<file path="src/rtl/gpio_spi_pkg.sv">
// rtl/gpio_spi_pkg.sv - shared command layout, class codes and FSM encoding
package gpio_spi_pkg;

   // Command byte layout: W | class[2:0] | start index[3:0]
   localparam int CMD_W_BIT  = 7;
   localparam int CMD_CLS_HI = 6;
   localparam int CMD_CLS_LO = 4;
   localparam int CMD_IDX_HI = 3;
   localparam int CMD_IDX_LO = 0;

   localparam logic [2:0] CLS_OUT = 3'd0;
   localparam logic [2:0] CLS_DIR = 3'd1;
   localparam logic [2:0] CLS_IN  = 3'd2;

   localparam logic [7:0] ERR_FILL = 8'hFF;

   typedef enum logic [1:0] {
      IDLE = 2'd0,
      CMD  = 2'd1,
      XFER = 2'd2,
      ERR  = 2'd3
   } state_t;

   // Burst index step with wrap back to port 0 after the last port
   function automatic logic [3:0] next_index(input logic [3:0] idx, input logic [4:0] num_ports);
      return ({1'b0, idx} + 5'd1 >= num_ports) ? 4'd0 : idx + 4'd1;
   endfunction

endpackage

</file>
<file path="src/rtl/gpio_reg_bank.sv">
// rtl/gpio_reg_bank.sv - GPIO output/direction registers and class/index read mux
module gpio_reg_bank
   import gpio_spi_pkg::*;
#(
   parameter int NUM_PORTS = 4
) (
   input  logic                   clk,
   input  logic                   rst_n,
   input  logic [2:0]             wr_cls,
   input  logic [3:0]             wr_idx,
   input  logic [7:0]             wr_data,
   input  logic                   we,
   input  logic [2:0]             rd_cls,
   input  logic [3:0]             rd_idx,
   output logic [7:0]             rd_data,
   input  logic [8*NUM_PORTS-1:0] gpio_in,
   output logic [8*NUM_PORTS-1:0] gpio_out,
   output logic [8*NUM_PORTS-1:0] gpio_dir
);

   // Single-port write into the addressed class; IN is read-only and never written
   always_ff @(posedge clk or negedge rst_n) begin
      if (!rst_n) begin
         gpio_out <= '0;
         gpio_dir <= '0;
      end else if (we) begin
         for (int p = 0; p < NUM_PORTS; p++) begin
            if (wr_idx == 4'(p)) begin
               if (wr_cls == CLS_OUT) gpio_out[8*p +: 8] <= wr_data;
               else if (wr_cls == CLS_DIR) gpio_dir[8*p +: 8] <= wr_data;
            end
         end
      end
   end

   // Read mux; IN returns the live synchronized pin sample
   always_comb begin
      rd_data = 8'h00;
      for (int p = 0; p < NUM_PORTS; p++) begin
         if (rd_idx == 4'(p)) begin
            case (rd_cls)
               CLS_OUT: rd_data = gpio_out[8*p +: 8];
               CLS_DIR: rd_data = gpio_dir[8*p +: 8];
               CLS_IN:  rd_data = gpio_in[8*p +: 8];
               default: rd_data = 8'h00;
            endcase
         end
      end
   end

endmodule

</file>
<file path="src/rtl/gpio_spi_ctrl.sv">
// rtl/gpio_spi_ctrl.sv - SPI command decoder driving a bank of 8-bit GPIO ports
module gpio_spi_ctrl
   import gpio_spi_pkg::*;
#(
   parameter int NUM_PORTS = 4
) (
   input  logic                   CLK,
   input  logic                   RST_N,
   input  logic                   frame_active,
   input  logic                   rx_valid,
   input  logic [7:0]             rx_data,
   output logic [7:0]             tx_data,
   input  logic [8*NUM_PORTS-1:0] gpio_in,
   output logic [8*NUM_PORTS-1:0] gpio_out,
   output logic [8*NUM_PORTS-1:0] gpio_dir,
   output logic [7:0]             err_cnt
);

   localparam logic [4:0] NP = 5'(NUM_PORTS);

   state_t     state, state_nxt;
   logic       frame_prev;
   logic       frame_rise;
   logic [2:0] cls_q;
   logic       wr_q;
   logic [3:0] idx_q;
   logic       cmd_w;
   logic [2:0] cmd_cls;
   logic [3:0] cmd_idx;
   logic       cmd_ok;
   logic       cmd_byte;
   logic       data_byte;
   logic       we;
   logic [7:0] rd_data;

   assign cmd_w   = rx_data[CMD_W_BIT];
   assign cmd_cls = rx_data[CMD_CLS_HI:CMD_CLS_LO];
   assign cmd_idx = rx_data[CMD_IDX_HI:CMD_IDX_LO];
   assign cmd_ok  = (cmd_cls == CLS_OUT || cmd_cls == CLS_DIR || (cmd_cls == CLS_IN && !cmd_w))
                    && ({1'b0, cmd_idx} < NP);

   // frame_prev resets high so a frame already open at reset release is never decoded
   assign frame_rise = frame_active && !frame_prev;
   assign cmd_byte   = (state == CMD) && frame_active && rx_valid;
   assign data_byte  = (state == XFER) && frame_active && rx_valid;

   // State register
   always_ff @(posedge CLK or negedge RST_N) begin
      if (!RST_N) state <= IDLE;
      else        state <= state_nxt;
   end

   // Next state, write strobe and tx byte; frame end overrides everything
   always_comb begin
      state_nxt = state;
      we        = 1'b0;
      tx_data   = 8'h00;
      if (!frame_active) begin
         state_nxt = IDLE;
      end else begin
         case (state)
            IDLE:    if (frame_rise) state_nxt = CMD;
            CMD:     if (rx_valid) state_nxt = cmd_ok ? XFER : ERR;
            default: state_nxt = state;
         endcase
      end
      we = data_byte && wr_q;
      case (state)
         XFER:    tx_data = rd_data;
         ERR:     tx_data = ERR_FILL;
         default: tx_data = 8'h00;
      endcase
   end

   // Command capture, burst index walk and saturating error counter
   always_ff @(posedge CLK or negedge RST_N) begin
      if (!RST_N) begin
         frame_prev <= 1'b1;
         cls_q      <= CLS_OUT;
         wr_q       <= 1'b0;
         idx_q      <= 4'd0;
         err_cnt    <= 8'h00;
      end else begin
         frame_prev <= frame_active;
         if (cmd_byte) begin
            if (cmd_ok) begin
               cls_q <= cmd_cls;
               wr_q  <= cmd_w;
               idx_q <= cmd_idx;
            end else if (err_cnt != 8'hFF) begin
               err_cnt <= err_cnt + 8'd1;
            end
         end else if (data_byte) begin
            idx_q <= next_index(idx_q, NP);
         end
      end
   end

   gpio_reg_bank #(.NUM_PORTS(NUM_PORTS)) u_bank (
      .clk      (CLK),
      .rst_n    (RST_N),
      .wr_cls   (cls_q),
      .wr_idx   (idx_q),
      .wr_data  (rx_data),
      .we       (we),
      .rd_cls   (cls_q),
      .rd_idx   (idx_q),
      .rd_data  (rd_data),
      .gpio_in  (gpio_in),
      .gpio_out (gpio_out),
      .gpio_dir (gpio_dir)
   );

endmodule
</file>
<file path="config.mk">
export PLATFORM = sky130hd
export DESIGN_NAME = gpio_spi_ctrl
export DESIGN_NICKNAME = d
export VERILOG_FILES = /design/src/rtl/gpio_spi_pkg.sv /design/src/rtl/gpio_reg_bank.sv /design/src/rtl/gpio_spi_ctrl.sv
export SDC_FILE = /design/constraint.sdc
export NUM_CORES = 1
export LEC_CHECK = 0
export ABC_AREA = 1
export CAP_MARGIN = 0
export CORE_MARGIN = 5
export CORE_UTILIZATION = 48
export CTS_CLUSTER_SIZE = 10
export DETAILED_ROUTE_END_ITERATION = 10
export PLACE_DENSITY = 0.8
export SLEW_MARGIN = 10
export SYNTH_ARGS = -nofsm -noshare
export SYNTH_HDL_FRONTEND = slang
export SYNTH_SLANG_ARGS = --single-unit
</file>
<file path="constraint.sdc">
create_clock -name CLK -period 2.6 [get_ports CLK]
set_clock_uncertainty 0.15 [all_clocks]
set_input_delay 0.52 -clock CLK [delete_from_list [all_inputs] [get_ports CLK]]
set_output_delay 0.52 -clock CLK [all_outputs]
set_load 0.01 [all_outputs]
</file>
### Word-level counts from Yosys, hierarchy flattened

Cells that the tools add are included.

* word-level logic and storage cells: 83
* input bits: 44
* flip-flop bits (word level): 83
* output and inout port bits: 80

* equality and inequality tests: 15
* muxes and demuxes: 18
* reduce and logical (&&, ||, !) cells: 29
* bitwise logic cells: 2
* magnitude comparators: 2
* $add $sub $neg: 3

Operators by type and width (count)
* $pmux W8 S3: 4
* $mux W8: 4
* $reduce_and A3 Y1: 6
* $mux W4: 4
* $pmux W8 S2: 1
* $reduce_and A4 Y1: 4
* $add A8 B1 Y8 const B: 1
* $eq A4 B2 Y1 const B: 2
* $logic_and A1 B1 Y1: 8
* $ne A8 B8 Y1 const B: 1
* $eq A3 B1 Y1 const B: 2
* $eq A3 B2 Y1 const B: 2
* $logic_not A3 Y1: 2
* $mux W2: 3
* $ne A3 B3 Y1 const B: 2
* $add A4 B1 Y5 const B: 1
* $ge A5 B3 Y1 const B: 1
* $add A4 B1 Y4 const B: 1
* $eq A2 B2 Y1 const B: 2
* $eq A4 B1 Y1 const B: 1
* $logic_not A4 Y1: 1
* $lt A4 B3 Y1 const B: 1
* $pmux W2 S2: 1
* $reduce_and A2 Y1: 2
* 9 further kinds: 12

### Logic depth before layout (Yosys ltp)

* word-level depth: 8
* mapped depth: 12
* gate-level depth less buffers: 11

### Cells and area by module

Synthesis repeated with hierarchy kept, for this count alone.

* cells, all modules: 622
* area, all modules: 4668.2 um2

Modules (own cells, without submodules)
* gpio_reg_bank: area an instance 3553.4 um2, sequential area each 1601.5 um2, cells an instance 479, instances 1
* gpio_spi_ctrl: area an instance 1114.8 um2, sequential area each 476.7 um2, cells an instance 143, instances 1

### Worst setup path before layout

No wires, ideal clock.

* kind: reg-to-output
* start: register idx_q[0]
* end: output tx_data[0]
* path slack: 412 ps
* arrival: 1518 ps
* stages on the path, launching flop included: 10
* path buffers: 1
* required time: 1930 ps
* cell sequence: dfrtp_1 > inv_1 > ha_1 > inv_1 > nor2_2 > clkbuf_1 > a21oi_1 > nand2_1 > nand2_1 > nand2_1

* word-level cells in the longest chain between the ends: 6
* elaborated cells between the ends (all ways): 9
* those cells by class: eq/ne (3); mux (5); reduce/logical (1)

RTL lines
* start, declared: line gpio_spi_ctrl.sv:26 `logic [3:0] idx_q;`
* start signal, assigned: line gpio_spi_ctrl.sv:89 `idx_q <= cmd_idx;`
* start signal, assigned: line gpio_spi_ctrl.sv:94 `idx_q <= next_index(idx_q, NP);`
* $logic_not A4 Y1: line gpio_reg_bank.sv:40 `if (rd_idx == 4'(p)) begin`
* $mux W8 (3 in series): line gpio_reg_bank.sv:40
* $mux W8 (*): line gpio_reg_bank.sv:40
* $pmux W8 S2 (*): line gpio_spi_ctrl.sv:68 `case (state)`
* end, declared: line gpio_spi_ctrl.sv:12 `output logic [7:0] tx_data,`

Every way passes the cells marked *; elsewhere a longest branch is shown, timed or not.

### Final worst setup path

* start: register cls_q[2]
* end: output tx_data[2]

* word-level cells in the longest chain between the ends: 7
* elaborated cells between the ends (all ways): 12
* those cells by class: eq/ne (2); mux (9); reduce/logical (1)

RTL lines
* start, declared: line gpio_spi_ctrl.sv:24 `logic [2:0] cls_q;`
* start signal, assigned: line gpio_spi_ctrl.sv:87 `cls_q <= cmd_cls;`
* $eq A3 B2 Y1 (tied with other cells): line gpio_reg_bank.sv:41 `case (rd_cls)`
* $pmux W8 S3: line gpio_reg_bank.sv:41
* $mux W8 (3 in series): line gpio_reg_bank.sv:40
* $mux W8 (*): line gpio_reg_bank.sv:40
* $pmux W8 S2 (*): line gpio_spi_ctrl.sv:68

Marked as above.

==> results.md <==
- Status: finished, violations left
- Failing checks: negative hold slack, negative setup slack
- Most common cell in the netlist: nand2_1
- Total CTS buffers: 9
- Largest net degree at the start of global routing: 43
- Leakage: 2.98 nW
- Layout Utilization: 0.732
- CTS H-tree lvls: 3
- Routed WL per cell: 17.8 um
- Area grow syn2layout: 47.5%
- Nets@finish: 783
- CP max stage cell: dfrtp_2
- # diodes: 0
- Main synth FF type: dfrtp_1
- Pins Over Slew Limit: 0
- Worst VDD drop: 360 uV
- CTS Hold Buffers Added: 0
- Synth Register Bits: 83
- Largest cells by area after synthesis: dfrtp_1 47%, nand2_1 19%, nand3_1 5.6%
- Share of cells above drive strength 1: 0.192
- Sequential share of power: 0.384
- Least-Margin Pin Slew: 0.535 ns
- Top cell type's share of synthesized area: 0.472
- Vias in the first global route: 4803
- Delay-heaviest family, CP: simple AND/OR/NAND/NOR gates
- Most Crowded Layer GR: met2
- Sum Neg Setup Slack: -0.583 ns
- Worst setup EP type: output pin
- Cell Area, Placed: 5960 um2
- Die height: 105 um
- Comb power frac: 0.365
- Design area: 6410 um2
- DRC viols: 0
- Avg Vias per Cell: 5.60
- Post-synth top cells: 219 x nand2_1, 82 x dfrtp_1, 49 x nand3_1
- Final setup margin: -0.108 ns
- Die Area: 11100 um2
- GR Util met1: 0.334
- YS warnings: 0
- Power Density: 588 nW/um2
- Core ar.: 8760 um2
- Worst-skew pair later-pin latency: 0.35 ns
- Pwr Total: 3.77 mW
- Max Clk Rate: 369 MHz
- Number of library cell types mapped by synthesis: 34
- Cell Area, Synth: 4350 um2
- Crit path cell chain: nor3_4 -> buf_12 -> buf_8 -> nand2_1 -> nand2_1 -> nor2_2 -> nor2_1 -> nand2_1 -> nand2_1 -> nand2_1 -> nand2_1 -> buf_2
- Worst setup SP type: flip-flop
- Pre-Repair DR Iteration Count: 5
- # fillers: 645
- Clock sinks: 83
- Initial DRC count: 390
- DPL Wire Length: 10.6 mm
- Overflow after GRT: 0
- Post-synth EDFFs: 0
- Int Power: 2.47 mW
- Final hold violations: 3
- Mean Syn Cell Area: 7.68 um2
- Initial antenna violation count: 0
- Root Buffer: clkbuf_8
- Final period util: 1.04
- Crit-path max cell delay: 0.49 ns
- Routed WL: 15.1 mm
- Placer Congestion: 0.888
- Worst relative slew slack: 0.643
- CTS Buffer Depth: 2
- Cell accounting for the most synthesized area: dfrtp_1
- Number of cells after detailed placement: 816
- Ys async rst share: 1.00
- Synthesized Nets: 615
- Top Ports: 124
- Tot GR Track Use: 0.268
- Clock share of power: 0.251
- Port Buffer Count: 123
- Routed via count: 4746
- Chip width: 105 um
- Standard-cell rows: 34
- Final Critical Period: 2.71 ns
- Crit Path Category: flip-flop to output pin
- RSZ-0062 raised after global routing: yes
- Most common cell on crit path: nand2_1
- Hold Worst Slack: -0.00226 ns
- Net Sw Frac: 0.343
- Critical path buffer and inverter count: 3
- Pre-CTS setup slack: -0.177 ns
- M2 GR Usage: 0.429
- Final setup fails: 8
- Cells after Synth: 566
- Worst min-delay path category: input pin to asynchronous set/reset pin
- Met3 usage: 0.0672
- Global-route wire length before repair: 23.9 mm
- CP required: 1.93 ns
- Antenna viol nets, final: 0
- TritonCTS clock tree: yes
- CP Data Arrival Time: 2.04 ns
- Maxcap violations: 0
- Worst-path clk slew: 0.08 ns
- Initial Utilization: 0.496
- Final cell count without fillers: 847
- Total net switching power: 1.29 mW
- Register area share after synthesis: 0.478
- Crit-path max FO: 8
-- routing by layer --
layer,wire length (um),part of all wire
met4,706,0.047
met3,1360,0.090
met2,7280,0.48
met1,5750,0.38
met5,0,0
-- layout by cell type (no fill, tap or decap), types with 2 or more instances in the layout --
cell	instances
clkinv_2	3
nand3_1	46
nand4_1	5
clkdlybuf4s50_1	114
o21ai_0	41
nor3_4	2
nor2_4	4
clkbuf_8	10
nor2_1	26
nand2_1	207
o21ai_2	8
o21ai_1	26
buf_12	6
buf_6	11
dfrtp_2	3
nand2_2	15
buf_4	40
dfrtp_1	79
a21oi_1	15
nand3_2	6
nand3b_1	2
nor2_2	8
clkinv_4	2
inv_1	23
ha_1	3
buf_2	8
inv_2	5
xor2_1	5
-- power by group through the flow --
stage / clock [mW] / combinational [mW] / sequential (mW)
after floorplan: 0 / 0.587 / 1.46
after global placement: 0 / 1.14 / 1.46
after detailed placement: 0 / 1.16 / 1.46
after CTS: 0.947 / 1.29 / 1.44
after global routing: 1.02 / 1.49 / 1.46
final: 0.947 / 1.38 / 1.45
-- state kept, by name, summed over array words and instances (netlist names) --
signal	cells
err_cnt	8
idx_q	4
state	2
u_bank.gpio_dir	32
frame_prev	1
u_bank.gpio_out	32
wr_q	1
cls_q	3
-- path summary, 6_finish.rpt --
| check | start | depth (start not counted) | slack (ns) | end |
|---|---|---|---|---|
| max reg2reg | state[1] | 8 | 0.61 | u_bank.gpio_dir[20] |
| max | cls_q[2] | 12 | -0.11 | tx_data[2] |
| min reg2reg | u_bank.gpio_dir[13] | 2 | 0.37 | u_bank.gpio_dir[13] |
| min in group CLK | u_bank.gpio_dir[13] | 2 | 0.37 | u_bank.gpio_dir[13] |
| min | RST_N | 1 | -0.002 | err_cnt[1] |
| max in group asynchronous | RST_N | 2 | 1.67 | u_bank.gpio_dir[10] |
-- cells by family (layout without fill, tap and decap cells) --
| group | Yosys count | in the layout | share of synthesized area |
|---|---|---|---|
| fa+ha+maj | 5 | 5 | 0.0144 |
| flops | 83 | 83 | 0.478 |
| xor+xnor | 6 | 6 | 0.0121 |
| buf+inv | 53 | 226 | 0.0564 |
| compound gates | 93 | 93 | 0.119 |
| simple gates | 326 | 326 | 0.320 |
-- area by class of cell --
class | count | area [um2] | area share
Clock buffer | 10 | 138 | 0.0215
Clock inverter | 6 | 65.1 | 0.0101
Inverter | 30 | 114 | 0.0178
Multi-Input combinational cell | 430 | 2140 | 0.333
Sequential cell | 83 | 2080 | 0.325
Tap cell | 108 | 135 | 0.0211
Timing Repair Buffer | 180 | 1740 | 0.271
-- timing repair --
| item | 4_1_cts | 5_1_grt |
|---|---|---|
| buffers inserted | 13 | 2 |
| cloned | 1 | 0 |
| endpoints found under the setup margin | 8 | 8 |
| pin swaps | 6 | 17 |
| resized for setup | 49 | 34 |
Power figures use the tool's default switching activity.
